File: config.mk
export PLATFORM = sky130hd
export DESIGN_NAME = csr_access_unit_flat
export DESIGN_NICKNAME = d
export VERILOG_FILES = /design/src/rtl/csr_access_unit_if.sv /design/src/rtl/csr_access_unit.sv /design/src/flat_wrapper.sv
export SDC_FILE = /design/constraint.sdc
export NUM_CORES = 1
export LEC_CHECK = 0
export ABC_CLOCK_PERIOD_IN_PS = 3250
export CORE_MARGIN = 4
export CORE_UTILIZATION = 52
export DETAILED_ROUTE_END_ITERATION = 16
export PLACE_DENSITY = 0.91
export SKIP_LAST_GASP = 1
export SLEW_MARGIN = 10
export SYNTH_ARGS = -nofsm -noshare
export SYNTH_HDL_FRONTEND = slang
export SYNTH_SLANG_ARGS = --single-unit
File: constraint.sdc
create_clock -name clk_i -period 3.25 [get_ports clk_i]
set_input_delay 0.8125 -clock clk_i [delete_from_list [all_inputs] [get_ports clk_i]]
set_output_delay 0.8125 -clock clk_i [all_outputs]
set_load 0.01 [all_outputs]
File: src/rtl/csr_access_unit_if.sv
// csr_access_unit_if: request/response handshake between the execute stage and the CSR access
// unit, plus the unit's read-data / write-enable / write-data bus to the CSR bank.
//   master: the environment (execute stage issuing requests, CSR bank answering reads).
//   slave:  the CSR access unit.

interface csr_access_unit_if #(
   parameter int unsigned Width = 32
);

   // Request from the execute stage.
   logic             req_valid;
   logic             req_ready;
   logic [1:0]       req_op;
   logic [11:0]      req_addr;
   logic [Width-1:0] req_operand;
   logic             req_rs1_zero;
   logic             req_rd_zero;

   // CSR bank access.
   logic [11:0]      csr_addr;
   logic             csr_rd_en;
   logic [Width-1:0] csr_rdata;
   logic             csr_exists;
   logic             csr_wr_en;
   logic [Width-1:0] csr_wr_data;

   // Response back to the execute stage.
   logic             rsp_valid;
   logic             rsp_ready;
   logic [Width-1:0] rsp_rdata;
   logic             rsp_illegal;

   modport master (
      output req_valid, req_op, req_addr, req_operand, req_rs1_zero, req_rd_zero,
      output csr_rdata, csr_exists,
      output rsp_ready,
      input  req_ready,
      input  csr_addr, csr_rd_en, csr_wr_en, csr_wr_data,
      input  rsp_valid, rsp_rdata, rsp_illegal
   );

   modport slave (
      input  req_valid, req_op, req_addr, req_operand, req_rs1_zero, req_rd_zero,
      input  csr_rdata, csr_exists,
      input  rsp_ready,
      output req_ready,
      output csr_addr, csr_rd_en, csr_wr_en, csr_wr_data,
      output rsp_valid, rsp_rdata, rsp_illegal
   );

endinterface

File: src/rtl/csr_access_unit.sv
// csr_access_unit: runs the Zicsr read-modify-write sequence (CSRRW/CSRRS/CSRRC and immediate
// forms) against the CSR bank. One request at a time: IDLE -> READ -> WRITE -> RESP -> IDLE.
// All bank strobes and response fields are registered, so they never glitch.

module csr_access_unit #(
   parameter int unsigned Width = 32
) (
   input  logic             clk_i,
   input  logic             rstn_i,
   input  logic [1:0]       priv_i,
   csr_access_unit_if.slave bus
);

   typedef enum logic [1:0] {
      StIdle,
      StRead,
      StWrite,
      StResp
   } state_e;

   localparam logic [1:0] OpRsvd = 2'b00;
   localparam logic [1:0] OpRw   = 2'b01;
   localparam logic [1:0] OpRs   = 2'b10;
   localparam logic [1:0] OpRc   = 2'b11;

   state_e           state_q;

   // Latched request.
   logic [1:0]       op_q;
   logic [11:0]      addr_q;
   logic [Width-1:0] operand_q;
   logic             rs1_zero_q;

   // Outcome of the READ cycle, carried to the response.
   logic [Width-1:0] old_q;
   logic             illegal_q;

   // Registered outputs.
   logic [11:0]      csr_addr_q;
   logic             csr_rd_en_q;
   logic             csr_wr_en_q;
   logic [Width-1:0] csr_wr_data_q;
   logic             rsp_valid_q;
   logic [Width-1:0] rsp_rdata_q;
   logic             rsp_illegal_q;

   logic             wr_needed;
   logic             illegal;
   logic             write_ok;
   logic [Width-1:0] new_val;

   // Legality and new value, evaluated on the bank data presented during READ.
   always_comb begin
      wr_needed = (op_q == OpRw) || !rs1_zero_q;
      illegal   = (op_q == OpRsvd)
                  || !bus.csr_exists
                  || (priv_i < addr_q[9:8])
                  || (wr_needed && (addr_q[11:10] == 2'b11));
      write_ok  = wr_needed && !illegal;
      unique case (op_q)
         OpRs:    new_val = bus.csr_rdata | operand_q;
         OpRc:    new_val = bus.csr_rdata & ~operand_q;
         default: new_val = operand_q;
      endcase
   end

   // Sequencer with registered bank strobes and response.
   always_ff @(posedge clk_i or negedge rstn_i) begin
      if (!rstn_i) begin
         state_q       <= StIdle;
         op_q          <= OpRsvd;
         addr_q        <= '0;
         operand_q     <= '0;
         rs1_zero_q    <= 1'b0;
         old_q         <= '0;
         illegal_q     <= 1'b0;
         csr_addr_q    <= '0;
         csr_rd_en_q   <= 1'b0;
         csr_wr_en_q   <= 1'b0;
         csr_wr_data_q <= '0;
         rsp_valid_q   <= 1'b0;
         rsp_rdata_q   <= '0;
         rsp_illegal_q <= 1'b0;
      end else begin
         unique case (state_q)
            StIdle: begin
               if (bus.req_valid) begin
                  state_q     <= StRead;
                  op_q        <= bus.req_op;
                  addr_q      <= bus.req_addr;
                  operand_q   <= bus.req_operand;
                  rs1_zero_q  <= bus.req_rs1_zero;
                  csr_addr_q  <= bus.req_addr;
                  // CSRRW to x0 must not trigger read side effects.
                  csr_rd_en_q <= !((bus.req_op == OpRw) && bus.req_rd_zero);
               end
            end
            StRead: begin
               state_q       <= StWrite;
               csr_rd_en_q   <= 1'b0;
               csr_wr_en_q   <= write_ok;
               csr_wr_data_q <= write_ok ? new_val : '0;
               // A suppressed read or an illegal access returns zero.
               old_q         <= (illegal || !csr_rd_en_q) ? '0 : bus.csr_rdata;
               illegal_q     <= illegal;
            end
            StWrite: begin
               state_q       <= StResp;
               csr_wr_en_q   <= 1'b0;
               rsp_valid_q   <= 1'b1;
               rsp_rdata_q   <= old_q;
               rsp_illegal_q <= illegal_q;
            end
            StResp: begin
               if (bus.rsp_ready) begin
                  state_q       <= StIdle;
                  rsp_valid_q   <= 1'b0;
                  rsp_rdata_q   <= '0;
                  rsp_illegal_q <= 1'b0;
               end
            end
            default: state_q <= StIdle;
         endcase
      end
   end

   assign bus.req_ready   = (state_q == StIdle);
   assign bus.csr_addr    = csr_addr_q;
   assign bus.csr_rd_en   = csr_rd_en_q;
   assign bus.csr_wr_en   = csr_wr_en_q;
   assign bus.csr_wr_data = csr_wr_data_q;
   assign bus.rsp_valid   = rsp_valid_q;
   assign bus.rsp_rdata   = rsp_rdata_q;
   assign bus.rsp_illegal = rsp_illegal_q;

endmodule

File: src/flat_wrapper.sv
// flat-port wrapper written by rule: the top's interface ports become plain ports
module csr_access_unit_flat 
#(
   parameter int unsigned Width = 32
)
  (clk_i, rstn_i, priv_i, bus_req_valid, bus_req_op, bus_req_addr, bus_req_operand, bus_req_rs1_zero, bus_req_rd_zero, bus_csr_rdata, bus_csr_exists, bus_rsp_ready, bus_req_ready, bus_csr_addr, bus_csr_rd_en, bus_csr_wr_en, bus_csr_wr_data, bus_rsp_valid, bus_rsp_rdata, bus_rsp_illegal);
  csr_access_unit_if #(.Width(Width)) bus_i ();
  input  logic clk_i;
  input  logic rstn_i;
  input  logic [1:0] priv_i;
  input wire logic [$bits(bus_i.req_valid)-1:0] bus_req_valid;
  input wire logic [$bits(bus_i.req_op)-1:0] bus_req_op;
  input wire logic [$bits(bus_i.req_addr)-1:0] bus_req_addr;
  input wire logic [$bits(bus_i.req_operand)-1:0] bus_req_operand;
  input wire logic [$bits(bus_i.req_rs1_zero)-1:0] bus_req_rs1_zero;
  input wire logic [$bits(bus_i.req_rd_zero)-1:0] bus_req_rd_zero;
  input wire logic [$bits(bus_i.csr_rdata)-1:0] bus_csr_rdata;
  input wire logic [$bits(bus_i.csr_exists)-1:0] bus_csr_exists;
  input wire logic [$bits(bus_i.rsp_ready)-1:0] bus_rsp_ready;
  output wire logic [$bits(bus_i.req_ready)-1:0] bus_req_ready;
  output wire logic [$bits(bus_i.csr_addr)-1:0] bus_csr_addr;
  output wire logic [$bits(bus_i.csr_rd_en)-1:0] bus_csr_rd_en;
  output wire logic [$bits(bus_i.csr_wr_en)-1:0] bus_csr_wr_en;
  output wire logic [$bits(bus_i.csr_wr_data)-1:0] bus_csr_wr_data;
  output wire logic [$bits(bus_i.rsp_valid)-1:0] bus_rsp_valid;
  output wire logic [$bits(bus_i.rsp_rdata)-1:0] bus_rsp_rdata;
  output wire logic [$bits(bus_i.rsp_illegal)-1:0] bus_rsp_illegal;
  assign bus_i.req_valid = bus_req_valid;
  assign bus_i.req_op = bus_req_op;
  assign bus_i.req_addr = bus_req_addr;
  assign bus_i.req_operand = bus_req_operand;
  assign bus_i.req_rs1_zero = bus_req_rs1_zero;
  assign bus_i.req_rd_zero = bus_req_rd_zero;
  assign bus_i.csr_rdata = bus_csr_rdata;
  assign bus_i.csr_exists = bus_csr_exists;
  assign bus_i.rsp_ready = bus_rsp_ready;
  assign bus_req_ready = bus_i.req_ready;
  assign bus_csr_addr = bus_i.csr_addr;
  assign bus_csr_rd_en = bus_i.csr_rd_en;
  assign bus_csr_wr_en = bus_i.csr_wr_en;
  assign bus_csr_wr_data = bus_i.csr_wr_data;
  assign bus_rsp_valid = bus_i.rsp_valid;
  assign bus_rsp_rdata = bus_i.rsp_rdata;
  assign bus_rsp_illegal = bus_i.rsp_illegal;
  csr_access_unit #(.Width(Width)) u_core (.clk_i(clk_i), .rstn_i(rstn_i), .priv_i(priv_i), .bus(bus_i));
endmodule
==> flow_metrics.tcl <==
set metrics [dict create \
    dieArea_um2 14000 \
    timing.final.crit_share_pct 79.4 \
    hpwl_um 11600 \
    fin_setup_tns_ps 0 \
    fmax_ghz 0.388 \
    min_period_ps 2580 \
    yosysTopAreaCellShare_pct 59.4 \
    overflow 0 \
    wl_met1_um 6400 \
    grt_max_degree 91 \
    syn_area_per_cell_um2 11.6 \
    wl_um 16900 \
    clock_latency_ps 420 \
    p_leak_nw 3.81 \
    ir_worst_vdd_uv 790 \
    drc 0 \
    yosys-top-cells-area "dfrtp_1 (59%), mux2_2 (8.4%), nand2_1 (6.0%)" \
    dr_wl_met2_um 8930 \
    antenna_found_initial 0 \
    seq_area_frac_synth_pct 59.4 \
    io_buffers 167 \
    finalNetCount 792 \
    avgRoutedWirePerCell_um 19.7 \
    post-cts-setup-buffers 0 \
    syn_area_um2 6320 \
    highest_layer "met4" \
    drv_cap 0 \
    reg2reg_depth 6 \
    startpoint_type "register" \
    dr.pass1.iters 5 \
    reg2reg_to "u_core.old_q[22]" \
    ctsResizeCount 0 \
    first_global_vias 5260 \
    cts.sink_count 150 \
    ys_ff_latch 150 \
    yosys.area.top_type "dfrtp_1" \
    yosys_warnings 0 \
    crit_fanout 4 \
    power_mw 7.91 \
    area_delta_synth_final_pct 36.9 \
    yosys.cell_types.count 24 \
    start_util_pct 52.8 \
    clk_path_buf_depth 2 \
    chipWidth_um 118 \
    antenna_left 0 \
    clkTransAtPathRegs_ps 70 \
    wl_met3_um 1290 \
    netlist_instances 544 \
    coreArea_um2 12000 \
    dieHeight_um 118 \
    setup_viol 0 \
    globalplace.congestion 0.833 \
    grt_first_pass_wirelength_um 27200 \
    synth_fp_nets 637 \
    crit_start "u_core.state_q[1]" \
    worst_pin_slew_ps 1090 \
    status "complete, no violations" \
    critPathCaptureType "output port" \
    whs_ps 452 \
    rsz0062_at_grt "no" \
    drive_gt1_share_pct 14.0 \
    vias 5008 \
    tritoncts.num_buffers 17 \
    slew_headroom_pct 26.9 \
    rr_startpoint "u_core.state_q[1]" \
    rows 40 \
    cts_hold_buf 0 \
    reg2reg_slack_ps 1130 \
    io_pins 168 \
    viasPerCell 5.83 \
    cts_max_level 4 \
    pwr_density_cell_nw_per_um2 914 \
    finClkSkew_ps 10.6 \
    antenna-diode-count 0 \
    cp.required_ps 2440 \
    arrival_ps 1770 \
    finalMaxSlewViolations 0 \
    hold_viol_final 0 \
    hold_path.class "input port to async pin" \
    clock-root-buffer "clkbuf_16" \
    crit_type "register to output port" \
    grt_usage_pct 24.4 \
    cts_tree "built" \
    initialDrtViolationCount 505 \
]
-- kinds of logic after synthesis --
logic type | after synthesis | synth area share [%]
flops | 150 | 59.4
compound gates | 141 | 15.8
mux | 48 | 8.53
simple gates | 149 | 11.5
buf+inv | 50 | 3.58
fa+ha+maj | 6 | 1.19
-- stage by stage --
stage          setup WS, ps  utilization [%]  instance area, um2  cells
6_report                670             72.4                8660    859
3_3_place_gp            728             67.7                8100    827
3_5_place_dp            642             67.7                8100    827
5_1_grt                 590             72.4                8660    859
2_1_floorplan          1220                -                6320    544
4_1_cts                 669             72.4                8660    859
-- power by group --
group / switching (mW) / total (mW) / internal [mW] / leakage [nW]
logic: 1.63 / 3.14 / 1.50 / 1.57
registers: 0.449 / 2.95 / 2.50 / 1.97
clock network: 0.815 / 1.83 / 1.02 / 0.276
total: 2.90 / 7.91 / 5.02 / 3.81
-- sequential cells by signal (all words and copies together) (netlist names) --
name,count
u_core.bus.csr_wr_data,32
u_core.illegal_q,1
u_core.bus.csr_addr,12
u_core.state_q,2
u_core.op_q,2
u_core.bus.rsp_valid,1
u_core.bus.rsp_illegal,1
u_core.bus.csr_rd_en,1
u_core.rs1_zero_q,1
u_core.operand_q,32
u_core.bus.csr_wr_en,1
u_core.bus.rsp_rdata,32
u_core.old_q,32
-- placed cells by master (no fill, tap or decap), types with 5 or more instances in the layout --
| master | count |
|---|---|
| mux2_2 | 47 |
| clkdlybuf4s50_1 | 166 |
| a21oi_1 | 67 |
| buf_4 | 12 |
| inv_6 | 5 |
| o2bb2ai_1 | 32 |
| ha_1 | 5 |
| o21ai_0 | 6 |
| nand3b_1 | 33 |
| nor2_1 | 6 |
| a32o_1 | 33 |
| nand2_1 | 100 |
| inv_1 | 5 |
| clkbuf_16 | 17 |
| dfrtp_1 | 150 |
-- area by class of cell --
cell class | count | area [um2]
Clock buffer | 18 | 439
Inverter | 6 | 22.5
Multi-Input combinational cell | 344 | 2360
Tap cell | 147 | 184
Sequential cell | 150 | 3750
Timing Repair Buffer | 180 | 1780
Fill cell | 816 | 3310
Clock inverter | 14 | 115
-- layer usage --
metal / GRT usage (%) / up-vias
met5: 0 / -
met4: 10.0 / 0
met3: 6.22 / 29
met2: 41.9 / 250
met1: 29.2 / 2468
li1: - / 2261
-- critical path: stages (launching register included) --
cell,delay [ps]
dfrtp_1,400
inv_1,120
ha_1,260
clkdlybuf4s50_1,570
-- worst max-delay path by stage --
stage | to | slack, ps | cells after the start
final | bus_req_ready | 670 | 3
after global routing | bus_req_ready | 590 | 3
after CTS | bus_req_ready | 670 | 3
after detailed placement | u_core.old_q[4] | 640 | 6
after global placement | u_core.old_q[4] | 730 | 6
after floorplan | u_core.old_q[10] | 1220 | 5
-- cells in the mapped netlist, drive strengths merged --
cell type and number:
buf 16, nand3b 33, nand2 101, a32o 33, o31ai 1, clkbuf 28, inv 6, dfrtp 150
a21oi 67, mux2i 1, a31o 2, nand4b 1, nand2b 2, mux2 47, nor2 6, o2bb2ai 32
nor4b 1, o21ai 6, nor2b 3, and2 2, ha 6
(Power assumes the default switching activity.)
